## config.mk

```make
export PLATFORM = sky130hd
export DESIGN_NAME = regs_wb
export DESIGN_NICKNAME = d
export VERILOG_FILES = /design/src/rtl/regs_wb.sv
export SDC_FILE = /design/constraint.sdc
export NUM_CORES = 1
export LEC_CHECK = 0
export BUFFER_PORTS_ARGS = -buffer_cell sky130_fd_sc_hd__buf_4
export CAP_MARGIN = 0
export CORE_MARGIN = 10
export CORE_UTILIZATION = 58
export CTS_CLUSTER_SIZE = 24
export DETAILED_ROUTE_END_ITERATION = 10
export GPL_ROUTABILITY_DRIVEN = 0
export PLACE_DENSITY = 0.86
export SYNTH_ARGS = -nofsm -noshare
export SYNTH_HDL_FRONTEND = slang
export SYNTH_SLANG_ARGS = --single-unit
```

## constraint.sdc

```tcl
create_clock -name clk -period 7.1 [get_ports clk]
set_clock_uncertainty 0.15 [all_clocks]
set_input_delay 0.71 -clock clk [delete_from_list [all_inputs] [get_ports clk]]
set_output_delay 0.71 -clock clk [all_outputs]
set_load 0.005 [all_outputs]
```

## src/rtl/regs_wb.sv

```systemverilog
// Write-back arbiter for the integer register file: ex results get the port
// every cycle they are active, lu results queue in a small FIFO behind them.
module regs_wb #(
    parameter int DEPTH = 2
) (
    input  logic        clk,
    input  logic        rst,
    input  logic        ex_wen_i,
    input  logic [4:0]  ex_waddr_i,
    input  logic [31:0] ex_wdata_i,
    input  logic        lu_issue_i,
    input  logic [4:0]  lu_issue_addr_i,
    input  logic        lu_valid_i,
    input  logic [4:0]  lu_waddr_i,
    input  logic [31:0] lu_wdata_i,
    output logic        lu_ready_o,
    input  logic [4:0]  id_rs1_i,
    input  logic [4:0]  id_rs2_i,
    input  logic [4:0]  id_rd_i,
    output logic        stall_o,
    output logic        reg_wen_o,
    output logic [4:0]  reg_waddr_o,
    output logic [31:0] reg_wdata_o
);

    localparam int AW = $clog2(DEPTH);
    localparam logic [AW:0] FULL_CNT = (AW + 1)'(DEPTH);

    typedef struct packed {
        logic [4:0]  addr;
        logic [31:0] data;
    } entry_t;

    entry_t          fifo_mem [DEPTH];
    entry_t          head;
    logic [AW-1:0]   rd_ptr;
    logic [AW-1:0]   wr_ptr;
    logic [AW:0]     count;
    logic [31:0]     pend;
    logic [31:0]     pend_next;

    logic ex_active;
    logic do_pop;
    logic do_push;

    assign head      = fifo_mem[rd_ptr];
    assign ex_active = ex_wen_i && (ex_waddr_i != 5'd0);

    // Ready comes from the registered count, so a pop this cycle frees a slot
    // only from the next cycle on.
    assign lu_ready_o = rst && (count < FULL_CNT);
    assign do_pop     = rst && !ex_active && (count != '0);
    // Results for x0 are acknowledged but never stored.
    assign do_push    = lu_valid_i && lu_ready_o && (lu_waddr_i != 5'd0);

    // pend[0] is never set, so index 0 contributes nothing to the stall.
    assign stall_o = rst && (pend[id_rs1_i] || pend[id_rs2_i] || pend[id_rd_i]);

    always_comb begin
        // NOTE: every always_comb output gets a default first so no path leaves
        // it unassigned and infers a latch.
        reg_wen_o   = 1'b0;
        reg_waddr_o = 5'd0;
        reg_wdata_o = 32'd0;
        if (rst) begin
            if (ex_active) begin
                reg_wen_o   = 1'b1;
                reg_waddr_o = ex_waddr_i;
                reg_wdata_o = ex_wdata_i;
            end else if (do_pop) begin
                reg_wen_o   = 1'b1;
                reg_waddr_o = head.addr;
                reg_wdata_o = head.data;
            end
        end
    end

    always_comb begin
        pend_next = pend;
        if (do_pop)
            pend_next[head.addr] = 1'b0;
        // Set is applied after clear so a same-address issue wins.
        if (lu_issue_i && (lu_issue_addr_i != 5'd0))
            pend_next[lu_issue_addr_i] = 1'b1;
        pend_next[0] = 1'b0;
    end

    // NOTE: the FIFO storage is deliberately not reset; count and the pointers
    // decide what is valid, so stale entries are never observed.
    always_ff @(posedge clk) begin
        if (do_push)
            fifo_mem[wr_ptr] <= '{addr: lu_waddr_i, data: lu_wdata_i};
    end

    always_ff @(posedge clk) begin
        if (!rst) begin
            rd_ptr <= '0;
            wr_ptr <= '0;
            count  <= '0;
            pend   <= '0;
        end else begin
            if (do_push)
                wr_ptr <= wr_ptr + 1'b1;
            if (do_pop)
                rd_ptr <= rd_ptr + 1'b1;
            case ({do_push, do_pop})
                2'b10:   count <= count + 1'b1;
                2'b01:   count <= count - 1'b1;
                default: count <= count;
            endcase
            pend <= pend_next;
        end
    end

endmodule

```

Yosys cells after proc, flatten, opt, wreduce, memory -nomap -nowiden
Memories as Yosys holds them, arrays and structs flattened. A register that Yosys moved wholly into a read port is not among the register bits.
Index checks and enable logic that the tools add are counted.
W data, S select, Z words.
{"block": "word_totals", "register_bits": 36, "latchBits": 0, "ram_bits": 74, "rom_bits": 0, "input_bits": 99, "out_inout_bits": 40, "elab_cells": 67, "mem_count": 1}
{"block": "classes", "n_addsub": 4, "n_mul": 0, "div": 0, "magnitude_cmp": 8, "eq_ne": 2, "shift": 0, "mux": 26, "n_bitwise": 3, "n_reduce_logical": 18}
{"memory": "fifo_mem", "words": 2, "word_bits": 37, "rd": 1, "rd_ports_with_merged_regs": 1, "write_ports": 1, "line_no": "34", "text": "entry_t fifo_mem [DEPTH];"}
{"operator": "$mux W32", "count": 5}
{"operator": "$and A32 B32 Y32", "count": 1}
{"operator": "$not A32 Y32", "count": 1}
{"operator": "$or A32 B32 Y32", "count": 1}
{"operator": "$lt A5 B6 Y1 const B", "count": 5}
{"operator": "$bmux W1 S5", "count": 3}
{"operator": "$mux W5", "count": 3}
{"operator": "$reduce_bool A5 Y1", "count": 3}
{"operator": "$mux W1", "count": 12}
{"operator": "$demux W1 S5", "count": 2}
{"operator": "$ge A5 B1 Y1 const B", "count": 2}
{"operator": "$logic_and A1 B1 Y1", "count": 10}
{"operator": "$pmux W2 S2", "count": 1}
{"operator": "$reduce_bool A2 Y1", "count": 2}
{"operator": "$add A1 B1 Y1 const B", "count": 2}
{"operator": "$add A2 B1 Y2 const B", "count": 1}
{"operator": "$eq A2 B1 Y1 const B", "count": 1}
{"operator": "$eq A2 B2 Y1 const B", "count": 1}
{"operator": "$logic_or A1 B1 Y1", "count": 2}
{"operator": "$lt A2 B2 Y1 const B", "count": 1}
{"operator": "$sub A2 B1 Y2 const B", "count": 1}
{"operator": "$logic_not A1 Y1", "count": 1}

Logic depth before layout (Yosys ltp)
Gate-level depths: netlist (run 1).
{"block": "logic_depth", "ltp_word": 9, "depth_mapped": 9, "mapped_depth_nobuf": 8}

Worst setup path after synthesis (run 1)
OpenSTA, ideal clock, no wires.
{"block": "synth_path", "path_kind": "input port to flip-flop", "from": "input port rst", "to": "memory fifo_mem[0][0] (netlist bit), enable pin", "setup_time_ns": 0.431, "arrival_ns": 2.691, "t_required_ns": 6.519, "path_slack_ns": 3.828, "cell_stages": 4, "path_buffers": 0, "cell_sequence": "inv_2 nor2_1 o211ai_1 nor2_1"}
{"block": "synth_between", "elab_chain_len": 5}
{"item": "start: declaration", "line_no": "7", "text": "input logic rst,"}
{"item": "$logic_and A1 B1 Y1", "line_no": "51", "text": "assign lu_ready_o = rst && (count < FULL_CNT);"}
{"item": "named net lu_ready_o", "line_no": "16", "text": "output logic lu_ready_o,"}
{"item": "$logic_and A1 B1 Y1 (2 in a row)", "line_no": "54", "text": "assign do_push = lu_valid_i && lu_ready_o && (lu_waddr_i != 5'd0);"}
{"item": "$mux W1", "line_no": "91", "text": "if (do_push)"}
{"item": "$mux W1 (implied by the code)", "line_no": "92", "text": "fifo_mem[wr_ptr] <= '{addr: lu_waddr_i, data: lu_wdata_i};"}
{"item": "end: declaration", "line_no": "34"}
The timed path passes the listed nets, and every way through them passes these cells.

Worst setup path after layout (run 1)
{"block": "layout_path", "from": "input port rst", "to": "output port reg_waddr_o[2]"}
{"block": "layout_between", "elab_chain_len": 5}
{"item": "$logic_and A1 B1 Y1 (2 in a row)", "line_no": "52", "text": "assign do_pop = rst && !ex_active && (count != '0);"}
{"item": "$mux W5", "line_no": "70", "text": "end else if (do_pop) begin"}
{"item": "$mux W5", "line_no": "66", "text": "if (ex_active) begin"}
{"item": "$mux W5 (*)", "line_no": "65", "text": "if (rst) begin"}
{"item": "end: declaration", "line_no": "22", "text": "output logic [4:0] reg_waddr_o,"}
Every way passes the cells marked *; elsewhere a longest branch is shown, timed or not.

==> results of run 1 <==
[per-stage QoR]
stage           util  total power, uW  cell area [um^2]
6_report       0.720             1310              6970
5_1_grt        0.720             1360              6970
4_1_cts        0.720             1320              6970
3_5_place_dp   0.702              988              6800
3_3_place_gp   0.702              978              6800
2_1_floorplan      -              883              5730
[layout make-up]
| class | count | area (um^2) | share of cell area |
|---|---|---|---|
| flip-flops and latches | 110 | 2940 | 0.422 |
| multi-input cells | 376 | 2590 | 0.372 |
| repair buffers | 141 | 1060 | 0.152 |
| well taps | 133 | 166 | 0.0239 |
| clock buffers | 11 | 131 | 0.0188 |
| clock inverters | 5 | 41.3 | 0.00592 |
| inverters | 9 | 33.8 | 0.00485 |
[placed cells by master (no fill, tap or decap), types with 15 or more instances in the layout]
cell type / instances
a21oi_1: 69
dfxtp_1: 35
mux2i_1: 46
nor3_2: 18
nand2_1: 45
nor2_1: 52
o21ai_0: 26
edfxtp_1: 74
mux4_2: 15
nor3_1: 15
buf_4: 141
[registers in the layout, indices dropped and copies added, names as in the netlist, named ones only]
signal / cells
count: 2
pend: 31
wr_ptr: 1
rd_ptr: 1
fifo_mem: 74
[where the power goes]
part	internal [uW]	switching, uW	total (uW)	leakage (uW)
Combinational	111	136	247	0.00140
Sequential	710	17.6	728	0.000970
Clock	131	207	338	0.0000805
Total	952	361	1310	0.00245
[cells by family after synthesis]
family | Yosys count | share of synthesized area
AOI/OAI and AO/OA | 128 | 0.125
xor gates and xnor gates | 3 | 0.00458
adders and majority gates | 1 | 0.00218
buffers and inverters | 46 | 0.0391
DFF | 110 | 0.513
muxes | 72 | 0.161
and+or+nand+nor | 172 | 0.155
[layer usage]
metal  track usage  routed length (um)  vias to the layer above
met5             0                   0                        -
met4        0.0807                 458                        0
met3        0.0685                1480                       38
met2         0.367                7780                      241
met1         0.241                5950                     2287
li1              -                   -                     2212
[worst reg2reg max path, stage by stage (launching register included)]
cell and delay [ns]:
dfxtp_2 0.65, buf_4 0.50, mux2_2 0.42, nor2_1 0.16, nand4_1 0.23, o21ai_0 0.26
a21oi_1 0.09
[final timing paths]
kind / slack (ns) / startpoint / end
min: 0.35 / rd_ptr / flip-flop
max reg2reg: 4.51 / flip-flop / pend[17]
max: 3.52 / rst / reg_waddr_o[2]
min reg2reg: 0.35 / rd_ptr / flip-flop
==> metrics list, run 1 <==
- Setup violations remaining at the end of the flow were counted as 0.
* Number of DRC violations after detailed-routing iteration 0: 370
- Post-CTS timing repair inserted 0 buffers for setup.
- Layout area overhead: 21.6%
* Average wire per standard cell: 19.9 um
* Buffers & Inverters on Critical Path: 5
- Worst skew pair latency: 0.37 ns
- Wires add up to 15700 um.
- Entering global routing, the biggest net connects 66 pins.
* Kind of critical path: input port to output pin
* DPL Wire Length: 11800 um
- For this run, design rule violations remaining after detail routing come to 0.
- The total overflow left after global routing is 0.
- Timing-limited maximum frequency: 280 MHz
- On the critical path the largest part of the delay comes from buffers and inverters.
- Clock sink count: 110
* Post-CTS Hold Fix Bufs: 0
* Setup TNS Final: 0 ns
- Of the post-synthesis cell area, the dominant cell type holds 0.388.
* Post-Layout Cell Count: 785
* Net count, final: 747
- Max-slew headroom: 0.248
- Clock input transition at the sequential cells of the worst setup and hold paths: 0.10 ns
- Post-Synthesis Cells: 532
* Worst slack at placement: 3.56 ns
- In the post-route analysis, the smallest setup slack over all paths is 3.52 ns.
- By area the synthesized netlist is led by edfxtp_1, dfxtp_1, mux2i_1.
- Post-synth design cell area: 0.00573 mm^2
- The worst setup path is captured at an output pin.
* Cell depth of the worst hold path: 1
- The final number of hold-violating endpoints is 0.
* Unrepaired setup endpoints after global routing: no
- Most frequent cell on the critical path: buf_4
- Largest voltage drop on the vdd net: 110 uV
- Across every metal layer, demand over resource in global routing totals 0.213.
* Depth of the worst register-to-register path: 6
- The die covers 0.0143 mm^2.
- edfxtp_1 takes more of the synthesized area than any other cell.
* Via count of the first global-routing pass: 4926
- Most common flop cell mapped by yosys: edfxtp_1
- The filler cells instantiated in the layout total 648.
* Count of pins over their slew limit: 0
- Row generation in the floorplan step produced 36 rows.
- Transition at the pin with the smallest max-transition slack: 1.12 ns
- Clock Tree Root: clkbuf_8
* Number of maximum-capacitance violations: 0
- STA classifies the critical path startpoint as an input port.
* Number of nets produced by synthesis: 632
- 139 I/O pins were placed.
- Clock buffer count from CTS: 9
* CP Cell Sequence: buf_4 > inv_2 > buf_4 > nor2_1 > nand2_1 > inv_1 > nand2_1 > a21oi_1 > buf_4
* Die Span X: 119 um
* Final critical-path share of the clock period: 0.504
* Final critical-path required period: 3.58 ns
* FF+latch count, synth: 110
- The number of different library cells used by synthesis comes to 46.
- The commonest cells after synthesis are edfxtp_1, a21oi_1, nor2_1.
- The clock passes through at most 2 buffers.
- Cell with the most instances after synthesis: edfxtp_1
* Critical-path cell with the highest stage delay: nor2_1
* CTS tree: yes
- In the final layout, the share of cells above drive strength 1 is 0.314.
- Of all nets on the critical path, the largest fanout is 47.
- Total power per unit cell area: 188 mW/mm^2
- Post-synthesis sequential area ratio: 0.513
* Length of the first detailed-routing pass in iterations: 5
- The critical path runs through a total of 9 cells.
* Die H: 119 um
* Data arrival, critical path: 2.72 ns
- In this run, synthesis inferred 74 flip-flops with an integrated enable.
- Critical path's largest stage delay: 0.55 ns
- Starting Density: 0.592
- Outcome: complete, no violations
- CTS-repair resized insts: 0
- Kind of path behind the tightest hold check: flip-flop to flip-flop
- Antenna Violating Nets Remaining: 0
- The detailed router placed 4778 vias in this run.
- Mean instance size in the synthesized netlist: 10.8 um^2
- Of all flip-flops after synthesis, the portion carrying an async set or reset was 0.
- On the final layout, the worst hold slack is 0.349 ns.
- Antenna violations before repair: 0
* Total instance count after detailed placement: 769
- In this run the tool buffered the top-level ports with 138 buffer cells.
* First-pass GRT wire length: 24700 um
* Number of levels the H-tree was split into: 3
- Using the TritonRoute via totals, the vias-per-cell ratio works out to 6.09.
- Leak Pwr: 0.00245 uW
- The Yosys step of the flow raised 0 warnings.
* Number of inserted diodes: 0
- Required time worst endpoint: 6.24 ns
- The floorplan step defined a core boundary enclosing 0.00968 mm^2.
Note: power is estimated with default switching activity, not from simulation.
==> run 2: changes to the inputs <==
- CORE_UTILIZATION: 58 -> 49
- PLACE_DENSITY: 0.86 -> 0.77
- clock period: 7.1 -> 3.14 ns (I/O delays scaled with it)
==> run 2 against run 1 <==
  * First-iteration DRC count decreased by 17%
  * Sequential cell count unchanged
  * Clock-buffer cell count did not move
  * Largest cell class unchanged
  * Sequential share of layout area down 2.8 points
==> metrics list, run 2 (synthesis gave the netlist of run 1 again) <==
- The final layout contains 784 nets.
* Max-slew headroom: 0.255
* Setup violations, final: 0
- The initial utilization of the core area, before any placement, comes to 0.502.
- IO Count: 139
- Layout area overhead: 30.1%
* Kind of start point of the critical path: input port
- Antenna violations before repair: 0
- The first detailed-routing pass took 5 iterations.
- After detailed routing, the total wire length is 16300 um.
- Clock sink count: 110
* Clock buffer count from CTS: 9
- Global-route usage over all layers: 0.196
- Clock input transition at the sequential cells of the worst setup and hold paths: 0.07 ns
* Number of flip-flops under the largest register name: 74
* DPL Wire Length: 11200 um
- Entering global routing, the biggest net connects 72 pins.
- Kind of critical path: input port to flip-flop
- Number of DRC violations after detailed-routing iteration 0: 306
* Final Cell Area: 0.00746 mm^2
* Clock Tree Root: clkbuf_16
- Overall via count from detail_route: 4870
* Setup TNS Final: 0 ns
- CTS tree: yes
* Kind of path behind the tightest hold check: input port to flip-flop
- In this run the cell area measured after placement is 0.00685 mm^2.
- Leaving out fill and tap cells, the most frequent cells in the layout are buf_4, edfxtp_1, a21oi_1.
- Largest voltage drop on the vdd net: 346 uV
- Average wire per standard cell: 19.6 um
- Outcome: complete, no violations
* Clock Tree Buf Depth: 2
- Post-CTS setup buffers: 0
- The floorplan step defined a die boundary enclosing 0.0164 mm^2.
- The via count of the first global-routing pass was 5075.
- Required time worst endpoint: 3.26 ns
- In the routed design, unresolved DRC markers number 0.
- The number of antenna diodes in the final layout is 0.
- Data arrives at the worst endpoint at 2.95 ns.
- The worst setup path is captured at a flip-flop.
- Dividing the detail-routed via count by the number of cells gives 5.85.
- Hold Violations, Final: 0
* Timing-limited maximum frequency: 354 MHz
- Largest register by flop count: fifo_mem
- Hold is met by 0.0145 ns.
- Unrepaired setup endpoints after global routing: no
- Antenna Violating Nets Remaining: 0
- Fraction of layout cells with a size suffix above 1: 0.305
- The initialized floorplan defines 39 standard-cell rows.
- After layout, the minimum clock period comes to 2.83 ns.
- Die Span X: 128 um
* Leak Pwr: 0.00266 uW
* Total power per unit cell area: 445 mW/mm^2
- The number of hold buffers added after CTS was 32.
- The die is 128 um tall.
- Number of maximum-capacitance violations: 0
- For the pin with the worst max-slew slack, the measured transition is 1.11 ns.
* Count of pins over their slew limit: 0
* Worst slack at placement: 0.488 ns
- Critical path peak fanout: 4
* Design Power: 3320 uW
- Final critical-path share of the clock period: 0.900
- Overflow left after global routing: 0
* Leading cell type in the layout, fill and taps excluded: buf_4
- The number of gates resized after CTS was 0.
- For the worst-skew pair, the clock arrives at the later sink with an insertion delay of 0.35 ns.
* Final WS setup: 0.313 ns
- The H-tree was split into 3 levels.
* Area of the core region: 0.0114 mm^2
- The largest registers in the layout are fifo_mem x74, pend x31, count x2.
- The first global-routing pass estimated 26100 um of wire.
- Port buffering added 138 buffers.
-- run 2: cell count changes in the layout (fill, tap and decap cells not counted) --
cell           delta
inv_6             -1
clkbuf_1          -1
clkbuf_8          -8
buf_4             +3
clkinv_4          -1
buf_12            +1
clkinvlp_2        +1
dlygate4sd3_1    +33
clkinv_2          +1
clkbuf_16         +9
-- run 2: critical path: stages --
cell,delay [ns]
dlygate4sd3_1,0.54
buf_4,0.14
or4_1,0.51
o211ai_1,0.56
ha_1,0.38
or3_1,0.35
a21oi_1,0.15
-- run 2: path summary, 6_finish.rpt --
check           startpoint         endpoint  slack [ns]  cells past startpoint
max          lu_waddr_i[3]         count[1]        0.31                      7
min          lu_waddr_i[2]  fifo_mem[1][34]        0.01                      1
max reg2reg       count[1]  fifo_mem[0][18]        0.79                      3
min reg2reg         rd_ptr           rd_ptr        0.34                      1
-- run 2: report_power, final --
group	switching [uW]	total, uW	internal, uW
clock network	505	1060	560
registers	42.7	1650	1610
logic	319	607	288
total	866	3320	2460
-- run 2: layout make-up --
cell class,instances,area [um^2]
Clock inverter,5,33.8
Multi-Input combinational cell,376,2590
Fill cell,892,3960
Inverter,9,33.8
Sequential cell,110,2940
Tap cell,143,179
Timing Repair Buffer,178,1430
Clock buffer,11,243
-- run 2: routing by layer --
metal / global-route usage / up-vias / part of all wire
met3: 0.0670 / 26 / 0.092
met4: 0.0649 / 0 / 0.017
met5: 0 / - / 0
met2: 0.328 / 209 / 0.49
met1: 0.228 / 2346 / 0.40
li1: - / 2289 / -
-- run 2: through the flow --
stage	cells	utilization
2_1_floorplan	532	-
3_3_place_gp	783	0.600
3_5_place_dp	783	0.600
4_1_cts	831	0.652
5_1_grt	832	0.653
6_report	832	0.653
==> run 3: changes to the inputs <==
- RECOVER_POWER: not set -> 100
==> run 3 against run 2 <==
  * Routed wire length about the same
  * Largest cell class unchanged
  * First-iteration DRC count is 28% higher
  * Largest power group unchanged
  * Sequential share of layout area grew 0.89 points
  * Highest routed layer unchanged
==> metrics list, run 3 (synthesis gave the netlist of run 1 again) <==
- Antenna Violating Nets Remaining: 0
- Entering global routing, the biggest net connects 72 pins.
* Clock Tree Root: clkbuf_16
* DPL Wire Length: 11200 um
- The longest clock path from root to sink contains 2 buffers.
- Setup crit end kind: flip-flop
* Leading cell type in the layout, fill and taps excluded: buf_4
* Part of the power in the clock network: 0.323
- The register with the most flip-flops in the layout has 74 of them.
- Worst skew pair latency: 0.35 ns
* Critical path peak fanout: 4
- Internal power summed over all cells: 2440 uW
- CP Cell Sequence: dlygate4sd3_1 > clkbuf_1 > or4_1 > o211ai_1 > ha_1 > or3_1 > a21oi_1
* Via count of the first global-routing pass: 5075
- Area of the core region: 0.0114 mm^2
- The repair_antennas step left the layout with diodes totalling 0.
* Setup violations, final: 0
* Std cell rows: 39
- The routed design has 16300 um of wire.
- The startpoint identified for the worst register-to-register timing path is count[1].
- Leak Pwr: 0.00257 uW
- Timing-limited maximum frequency: 354 MHz
* Final critical-path required period: 2.82 ns
* Setup TNS Final: 0 ns
* Die area: 0.0164 mm^2
- During I/O placement, the number of pins put on the boundary was 139.
- Transition at the pin with the smallest max-transition slack: 1.12 ns
- The most critical setup path has its startpoint at lu_waddr_i[3].
- The largest registers in the layout are fifo_mem x74, pend x31, count x2.
* Number of levels the H-tree was split into: 3
* Kind of start point of the critical path: input port
- Number of maximum-capacitance violations: 0
- Net count, final: 784
- Of the total power, the share spent switching nets is 0.259.
- For this run, the detailed router's first-pass iteration total came to 5.
* Die H: 128 um
* Average wire per standard cell: 19.6 um
- Gate power share: 0.175
* Outcome: complete, no violations
- Antenna violations before repair: 0
- Largest register by flop count: fifo_mem
- Design Power: 3290 uW
- Hold Violations, Final: 0
* Post-CTS setup buffers: 0
- Die Span X: 128 um
- Most frequent cells in the layout: buf_4, edfxtp_1, a21oi_1
* Sequential power share: 0.501
- The analysis attributes to net switching a power of 852 uW.
* Kind of critical path: input port to flip-flop
- For this design the ratio of total power to cell area is 451 mW/mm^2.
* Clock input transition at the sequential cells of the worst setup and hold paths: 0.07 ns
- Routed via count divided by cell count: 5.83
- Max-slew headroom: 0.255
- Global routing finished with a remaining overflow of 0.
- DRC: 0
* Unrepaired setup endpoints after global routing: no
* Number of DRC violations after detailed-routing iteration 0: 391
* Clock buffer count from CTS: 9
- TritonCTS built the clock tree.
- In the final layout, the share of cells above drive strength 1 is 0.251.
- STA puts the critical path data arrival time at 2.95 ns.
- Dividing the final minimum period by the clock period gives 0.899.
- For this configuration, the core starts out at a cell density of 0.502.
- The first global-routing pass estimated 26100 um of wire.
* Required time worst endpoint: 3.26 ns
* Layout area overhead: 27.2%
* Final core utilization: 0.639
* Overall via count from detail_route: 4847
- For this run, the total global-route usage over all layers was measured as 0.196.
- Count of pins over their slew limit: 0
- Critical-path cell with the highest stage delay: o211ai_1
- The worst-case IR drop observed on VDD is 344 uV.
* Kind of path behind the tightest hold check: input port to flip-flop
- The startpoint identified for the worst hold timing path is lu_waddr_i[2].
* Clock sink count: 110
- Port Buffer Count: 138
- On the worst path, the slowest cell contributes a delay of 0.56 ns.
run 3: area by class of cell:
type	count	area (um^2)
Inverter	9	33.8
Clock buffer	11	243
Fill cell	933	4120
Tap cell	143	179
Timing Repair Buffer	178	1370
Clock inverter	5	33.8
Multi-Input combinational cell	376	2500
Sequential cell	110	2940
run 3: critical path: cells and delay by family:
| family | cells | cell delay, ns |
|---|---|---|
| AO/OA/AOI/OAI | 2 | 0.71 |
| AND/OR/NAND/NOR | 2 | 0.87 |
| adder cells (fa/ha/maj) | 1 | 0.38 |
| buffers and inverters | 2 | 0.67 |
run 3: worst paths after layout:
check / depth (start not counted) / to / slack [ns]
worst max-delay path: 7 / count[1] / 0.32
worst min-delay path: 1 / fifo_mem[1][34] / 0.07
worst max register to register: 3 / fifo_mem[1][25] / 0.80
worst min register to register: 1 / flip-flop / 0.33
run 3: through the flow:
stage          setup WS (ns)  hold WS, ns  instance area [um^2]  instances
4_1_cts                0.303     0.000141                  7450        831
5_1_grt                0.172       0.0600                  7300        832
2_1_floorplan          0.264        0.263                  5730        532
3_3_place_gp           0.498        0.293                  6850        783
6_report               0.317       0.0659                  7300        832
3_5_place_dp           0.488        0.309                  6850        783
run 3: metal layers:
layer  track usage  share of wire  up-vias
li1              -              -     2287
met1         0.228           0.39     2305
met2         0.328           0.49      225
met3        0.0670          0.097       30
met4        0.0649          0.018        0
met5             0              0        -
run 3: what timing repair did:
action	in CTS	in global routing
setup endpoints to repair	0	0
resized for setup	0	0
endpoints found under the hold margin	64	1
hold buffers	32	1
run 3: power groups by stage:
| stage | Clock [uW] | Combinational, uW | Sequential, uW |
|---|---|---|---|
| after floorplan | 0 | 341 | 1660 |
| after global placement | 0 | 552 | 1680 |
| after detailed placement | 0 | 564 | 1680 |
| after CTS | 1080 | 599 | 1650 |
| after global routing | 1150 | 629 | 1650 |
| final | 1060 | 577 | 1650 |
